--- src/rtl/code_fetch_unit.sv ---
// code_fetch_unit: instruction fetch sequencer for a 1-cycle-latency
// synchronous-read code memory. Owns the PC, drives the memory address and
// presents a valid/ready instruction stream to the core at one instruction
// per cycle when unstalled. Accepts PC redirects and halt requests.
//
// Optional build macro: FETCH_PERF_EN adds two 16-bit saturating performance
// counters (fired instructions, stall cycles). Without it both counter ports
// are tied to zero and no counter flops exist.
//
// Handshake: instr_valid/instr_ready follow strict valid/ready semantics. A
// transfer (fire) happens on a rising edge where both are high. While
// instr_valid is high and instr_ready is low, instr_data and instr_pc are held
// stable until the transfer. The only way a presented instruction disappears
// without firing is a redirect, which squashes it by forcing instr_valid low.
module code_fetch_unit #(
    parameter int unsigned       ADDR_W   = 9,
    parameter int unsigned       DATA_W   = 16,
    parameter logic [ADDR_W-1:0] RESET_PC = '0
) (
    input  logic              clk,
    input  logic              rst_n,
    // Code memory side
    output logic [ADDR_W-1:0] mem_addr,
    input  logic [DATA_W-1:0] mem_data,
    // Instruction stream to the core
    output logic              instr_valid,
    input  logic              instr_ready,
    output logic [DATA_W-1:0] instr_data,
    output logic [ADDR_W-1:0] instr_pc,
    // Control from the core
    input  logic              redirect_valid,
    input  logic [ADDR_W-1:0] redirect_pc,
    input  logic              halt,
    output logic              busy,
    // Performance counters (zero unless FETCH_PERF_EN)
    output logic [15:0]       perf_instr_cnt,
    output logic [15:0]       perf_stall_cnt,
    // Debug view of the sequencer state
    output logic [1:0]        dbg_state
);

    typedef enum logic [1:0] {
        S_RUN    = 2'd0,
        S_DRAIN  = 2'd1,
        S_HALTED = 2'd2
    } state_e;

    state_e            state_q;
    logic [ADDR_W-1:0] fetch_pc_q, fetch_pc_d;
    logic              pend_valid_q, pend_valid_d;
    logic [ADDR_W-1:0] pend_pc_q, pend_pc_d;
    logic [ADDR_W-1:0] addr_sel;

    logic fire;
    logic stall;
    logic may_issue;

    // The pending word is always the one on mem_data; a redirect squashes it.
    assign instr_valid = pend_valid_q & ~redirect_valid;
    assign instr_data  = mem_data;
    assign instr_pc    = pend_pc_q;
    assign busy        = pend_valid_q;
    assign dbg_state   = state_q;

    assign fire      = instr_valid & instr_ready;
    assign stall     = pend_valid_q & ~instr_ready & ~redirect_valid;
    assign may_issue = (state_q == S_RUN) & ~halt;

    // While in reset the memory is pointed at the restart address so the
    // first word is already being read when reset releases.
    assign mem_addr = rst_n ? addr_sel : RESET_PC;

    // Next fetch/pending state and memory address, in priority order:
    // redirect, stall (re-read pending address), issue, idle/drain.
    always_comb begin
        fetch_pc_d   = fetch_pc_q;
        pend_valid_d = pend_valid_q;
        pend_pc_d    = pend_pc_q;
        addr_sel     = fetch_pc_q;
        if (redirect_valid) begin
            if (may_issue) begin
                addr_sel     = redirect_pc;
                pend_valid_d = 1'b1;
                pend_pc_d    = redirect_pc;
                fetch_pc_d   = redirect_pc + 1'b1;
            end else begin
                addr_sel     = redirect_pc;
                fetch_pc_d   = redirect_pc;
                pend_valid_d = 1'b0;
            end
        end else if (stall) begin
            // Re-read the pending address so mem_data stays stable.
            addr_sel = pend_pc_q;
        end else if (may_issue) begin
            addr_sel     = fetch_pc_q;
            pend_valid_d = 1'b1;
            pend_pc_d    = fetch_pc_q;
            fetch_pc_d   = fetch_pc_q + 1'b1;
        end else begin
            addr_sel     = fetch_pc_q;
            pend_valid_d = pend_valid_q & ~fire;
        end
    end

    // Sequencer registers and run/drain/halted state machine.
    always_ff @(posedge clk or negedge rst_n) begin
        if (!rst_n) begin
            state_q      <= S_RUN;
            fetch_pc_q   <= RESET_PC;
            pend_valid_q <= 1'b0;
            pend_pc_q    <= '0;
        end else begin
            fetch_pc_q   <= fetch_pc_d;
            pend_valid_q <= pend_valid_d;
            pend_pc_q    <= pend_pc_d;
            case (state_q)
                S_RUN: begin
                    // Drain only if a fetched word survives this cycle.
                    if (halt) begin
                        state_q <= pend_valid_d ? S_DRAIN : S_HALTED;
                    end
                end
                S_DRAIN: begin
                    if (fire || redirect_valid) begin
                        state_q <= S_HALTED;
                    end else if (!halt) begin
                        state_q <= S_RUN;
                    end
                end
                S_HALTED: begin
                    if (!halt) begin
                        state_q <= S_RUN;
                    end
                end
                default: begin
                    state_q <= S_RUN;
                end
            endcase
        end
    end

`ifdef FETCH_PERF_EN
    logic [15:0] perf_instr_cnt_q;
    logic [15:0] perf_stall_cnt_q;

    // Saturating counters of fired instructions and stall cycles.
    always_ff @(posedge clk or negedge rst_n) begin
        if (!rst_n) begin
            perf_instr_cnt_q <= '0;
            perf_stall_cnt_q <= '0;
        end else begin
            if (fire && (perf_instr_cnt_q != 16'hFFFF)) begin
                perf_instr_cnt_q <= perf_instr_cnt_q + 16'd1;
            end
            if (stall && (perf_stall_cnt_q != 16'hFFFF)) begin
                perf_stall_cnt_q <= perf_stall_cnt_q + 16'd1;
            end
        end
    end

    assign perf_instr_cnt = perf_instr_cnt_q;
    assign perf_stall_cnt = perf_stall_cnt_q;
`else
    assign perf_instr_cnt = '0;
    assign perf_stall_cnt = '0;
`endif

endmodule

--- config.mk ---
export PLATFORM = sky130hd
export DESIGN_NAME = code_fetch_unit
export DESIGN_NICKNAME = d
export VERILOG_FILES = /design/src/rtl/code_fetch_unit.sv
export SDC_FILE = /design/constraint.sdc
export NUM_CORES = 1
export LEC_CHECK = 0
export CAP_MARGIN = 15
export CORE_MARGIN = 3
export CORE_UTILIZATION = 39
export CTS_CLUSTER_DIAMETER = 200
export DETAILED_ROUTE_END_ITERATION = 8
export GPL_TIMING_DRIVEN = 0
export PLACE_DENSITY_LB_ADDON = 0.08
export SLEW_MARGIN = 30
export SYNTH_ARGS = -nofsm -noshare
export SYNTH_HDL_FRONTEND = slang
export SYNTH_SLANG_ARGS = --single-unit
--- constraint.sdc ---
create_clock -name clk -period 1.7 [get_ports clk]
set_input_delay 0.34 -clock clk [delete_from_list [all_inputs] [get_ports clk]]
set_output_delay 0.34 -clock clk [all_outputs]
set_load 0.1 [all_outputs]
==> impl_results.md <==
- Outcome: complete, but fails checks
- Failing checks: setup timing
- Die W: 73.5 microns
- Pre-antenna DRT Iters: 4
- # DRC: 0
- Vias/cell: 4.66
- Nets@finish: 339
- Sequential area share after synthesis: 0.296
- Maximum clock rate: 487 MHz
- Core Area: 4200 sq um
- Starting DRT DRC Count: 46
- Kind of critical path: reg2out
- Critical path data required time: 1.36 ns
- Non-Filler Cell Area, Final: 3040 sq um
- Arr. time, crit path: 1.71 ns
- DIE AREA: 5410 sq um
- Hpwl dp: 3380 microns
- Critical Path Start Type: register
- Synth top cells by count: buf_4 (48), dfrtp_1 (21), nand2_1 (18)
- Crit path launch: busy
- Cell accounting for the most synthesized area: dfrtp_1
- Fin cells: 356
- CTS tree: done
- Starting Density: 0.423
- Worst Path Max Fanout: 9
- PD cells: 914 nW/um^2
- GRT Overall Usage: 0.174
- Routed wire length: 4900 microns
- Final Max Tran Viols: 0
- Final worst slack: -0.353 ns
- Synthesized instance count: 201
- Post-synth cell types: 33
- Clk Latency, worst-skew pair: 0.26 ns
- First-pass GRT wire length: 7450 microns
- RSZ-0062 raised after global routing: true
- Antenna Violating Nets Remaining: 0
- Ys Warns: 0
- FFs w/ async S/R, synth: 1.00
- Max Cap Viol: 0
- Crit path cell chain: or3b_4 > clkbuf_16 > nand2_2 > o211a_4 > buf_12
- Top cell type's share of synthesized area: 0.296
- Least-Margin Pin Slew: 0.957 ns
- # IOs: 100
- Skew final: 0.00872 ns
- Clock-pin slew on the worst setup and hold paths: 0.08 ns
- Hold Crit Class: in2async
- Rows: 23
- CP peak stage delay: 0.44 ns
- Worst vdd ir: 0.000498 V
- Port bufs: 51
- Synth Cell Area: 1780 sq um
- Area growth syn-to-layout: 70.9%
- Critical Path Sink Type: output pin
- Die Ht: 73.5 microns
- Layout cell share with drive strength beyond 1: 0.471
- Seq cells post-synth: 21
- Synth area leaders: dfrtp_1 (30%), buf_4 (20%), mux2i_1 (9.0%)
- Rel. slew slack: 0.364
- Final Critical Period: 2.05 ns
- CTS buffer count: 3
- Fin. Hold Viols: 0
- CTS sink cnt: 21
- Vias in the first global route: 1554
- Post-place setup slack: -1.80 ns
- Post-DP Area: 2620 sq um
- Vias: 1658
- Placer congestion estimate: 0.813
- Largest net degree at the start of global routing: 23
- Post-synth EDFFs: 0
- Routed len/inst: 13.8 microns
- CTS root buf: clkbuf_8
- Dpl cells: 333
- Most frequent cell after synthesis: buf_4
- Ys flop type: dfrtp_1
- LEAKAGE: 1.42 nW
- Final setup fails: 12
- Antenna cells: 0
- WP depth: 5
- Initial antenna violation count: 0
- Delay-heaviest family, CP: simple AND/OR/NAND/NOR gates
- GRT overflow: 0
- R2r startpoint: dbg_state[1]
- Clock Tree Buf Depth: 2
- Power, Total: 2.78 mW
- FF-to-FF path depth: 6
- Syn avg cell area: 8.85 sq um
- Fin Setup TNS: -3.13 ns
- WP buf/inv: 2
- CP max stage cell: dfrtp_4
- Crit share post-route: 1.21
- H-Tree Depth: 1
==> through the flow <==
step,util,hold slack (ns)
after floorplan,-,0.0444
after global placement,0.625,0.527
after detailed placement,0.624,0.343
after CTS,0.686,0.0511
after global routing,0.723,0.0777
final,0.723,0.0270
==> state kept, by name, summed over array words and instances, names as in the netlist <==
signal and cells:
busy 1, instr_pc 9, dbg_state 2, fetch_pc_q 9
==> per-layer routing <==
metal  global-route usage  routed length, microns
met2                0.287                    2460
met4               0.0483                      46
met5                    0                       0
met1                0.237                    2030
met3               0.0233                     362
==> final timing paths <==
kind / end / slack (ns)
min in group clk: dbg_state[0] / 0.53
max in group asynchronous: busy / 1.30
setup reg to reg: fetch_pc_q[7] / -0.05
hold reg to reg: dbg_state[0] / 0.53
hold / removal: dbg_state[1] / 0.03
setup / recovery: mem_addr[7] / -0.35
==> final cells by class <==
| class | instances | area, sq um |
|---|---|---|
| Clock buffer | 4 | 45.0 |
| Sequential cell | 21 | 537 |
| Fill cell | 317 | 1160 |
| Timing Repair Buffer | 70 | 734 |
| Multi-Input combinational cell | 153 | 1200 |
| Tap cell | 50 | 62.6 |
| Inverter | 1 | 3.75 |
| Buffer | 57 | 454 |
==> worst reg2reg max path, stage by stage, from the launching register on <==
cell and delay [ns]:
dfrtp_4 0.51, or3_4 0.41, buf_12 0.16, buf_8 0.14
nor4_4 0.16, xnor2_1 0.15, mux2i_1 0.08
==> cells by family (layout without fill, tap and decap cells) <==
logic type                 count (synthesis)  in the layout  share of synthesized area
and+or+nand+nor                           57             57                      0.175
DFF                                       21             21                      0.296
adders and majority gates                  2              2                     0.0141
other                                      1             32                    0.00211
AOI/OAI and AO/OA                         29             29                      0.109
buffers and inverters                     58            132                      0.229
xor gates and xnor gates                  16             16                     0.0788
muxes                                     17             17                     0.0964
==> repair_timing <==
action	CTS	global route
hold buffers	0	0
setup buffers	10	9
pin swaps	8	19
cloned	0	0
endpoints found under the setup margin	52	18
resized for setup	160	28
==> placed cells by master (no fill, tap or decap), drive strengths merged, types with 2 or more instances in the layout <==
cell	instances
nor3	7
o211a	5
a21oi	10
clkdlybuf4s50	7
o21ai	4
dlygate4sd2	21
ha	2
xor2	2
a21boi	4
clkbuf	6
nor2	12
conb	32
a22oi	4
mux2i	16
clkdlybuf4s15	10
buf	87
nand2	18
nand3	5
nand4	4
dfrtp	21
xnor2	14
nor4	4
==> power breakdown <==
part	switching (mW)	internal, mW
Combinational	1.29	0.470
Clock	0.167	0.167
Sequential	0.102	0.582
Total	1.56	1.22
(Power assumes the default switching activity.)
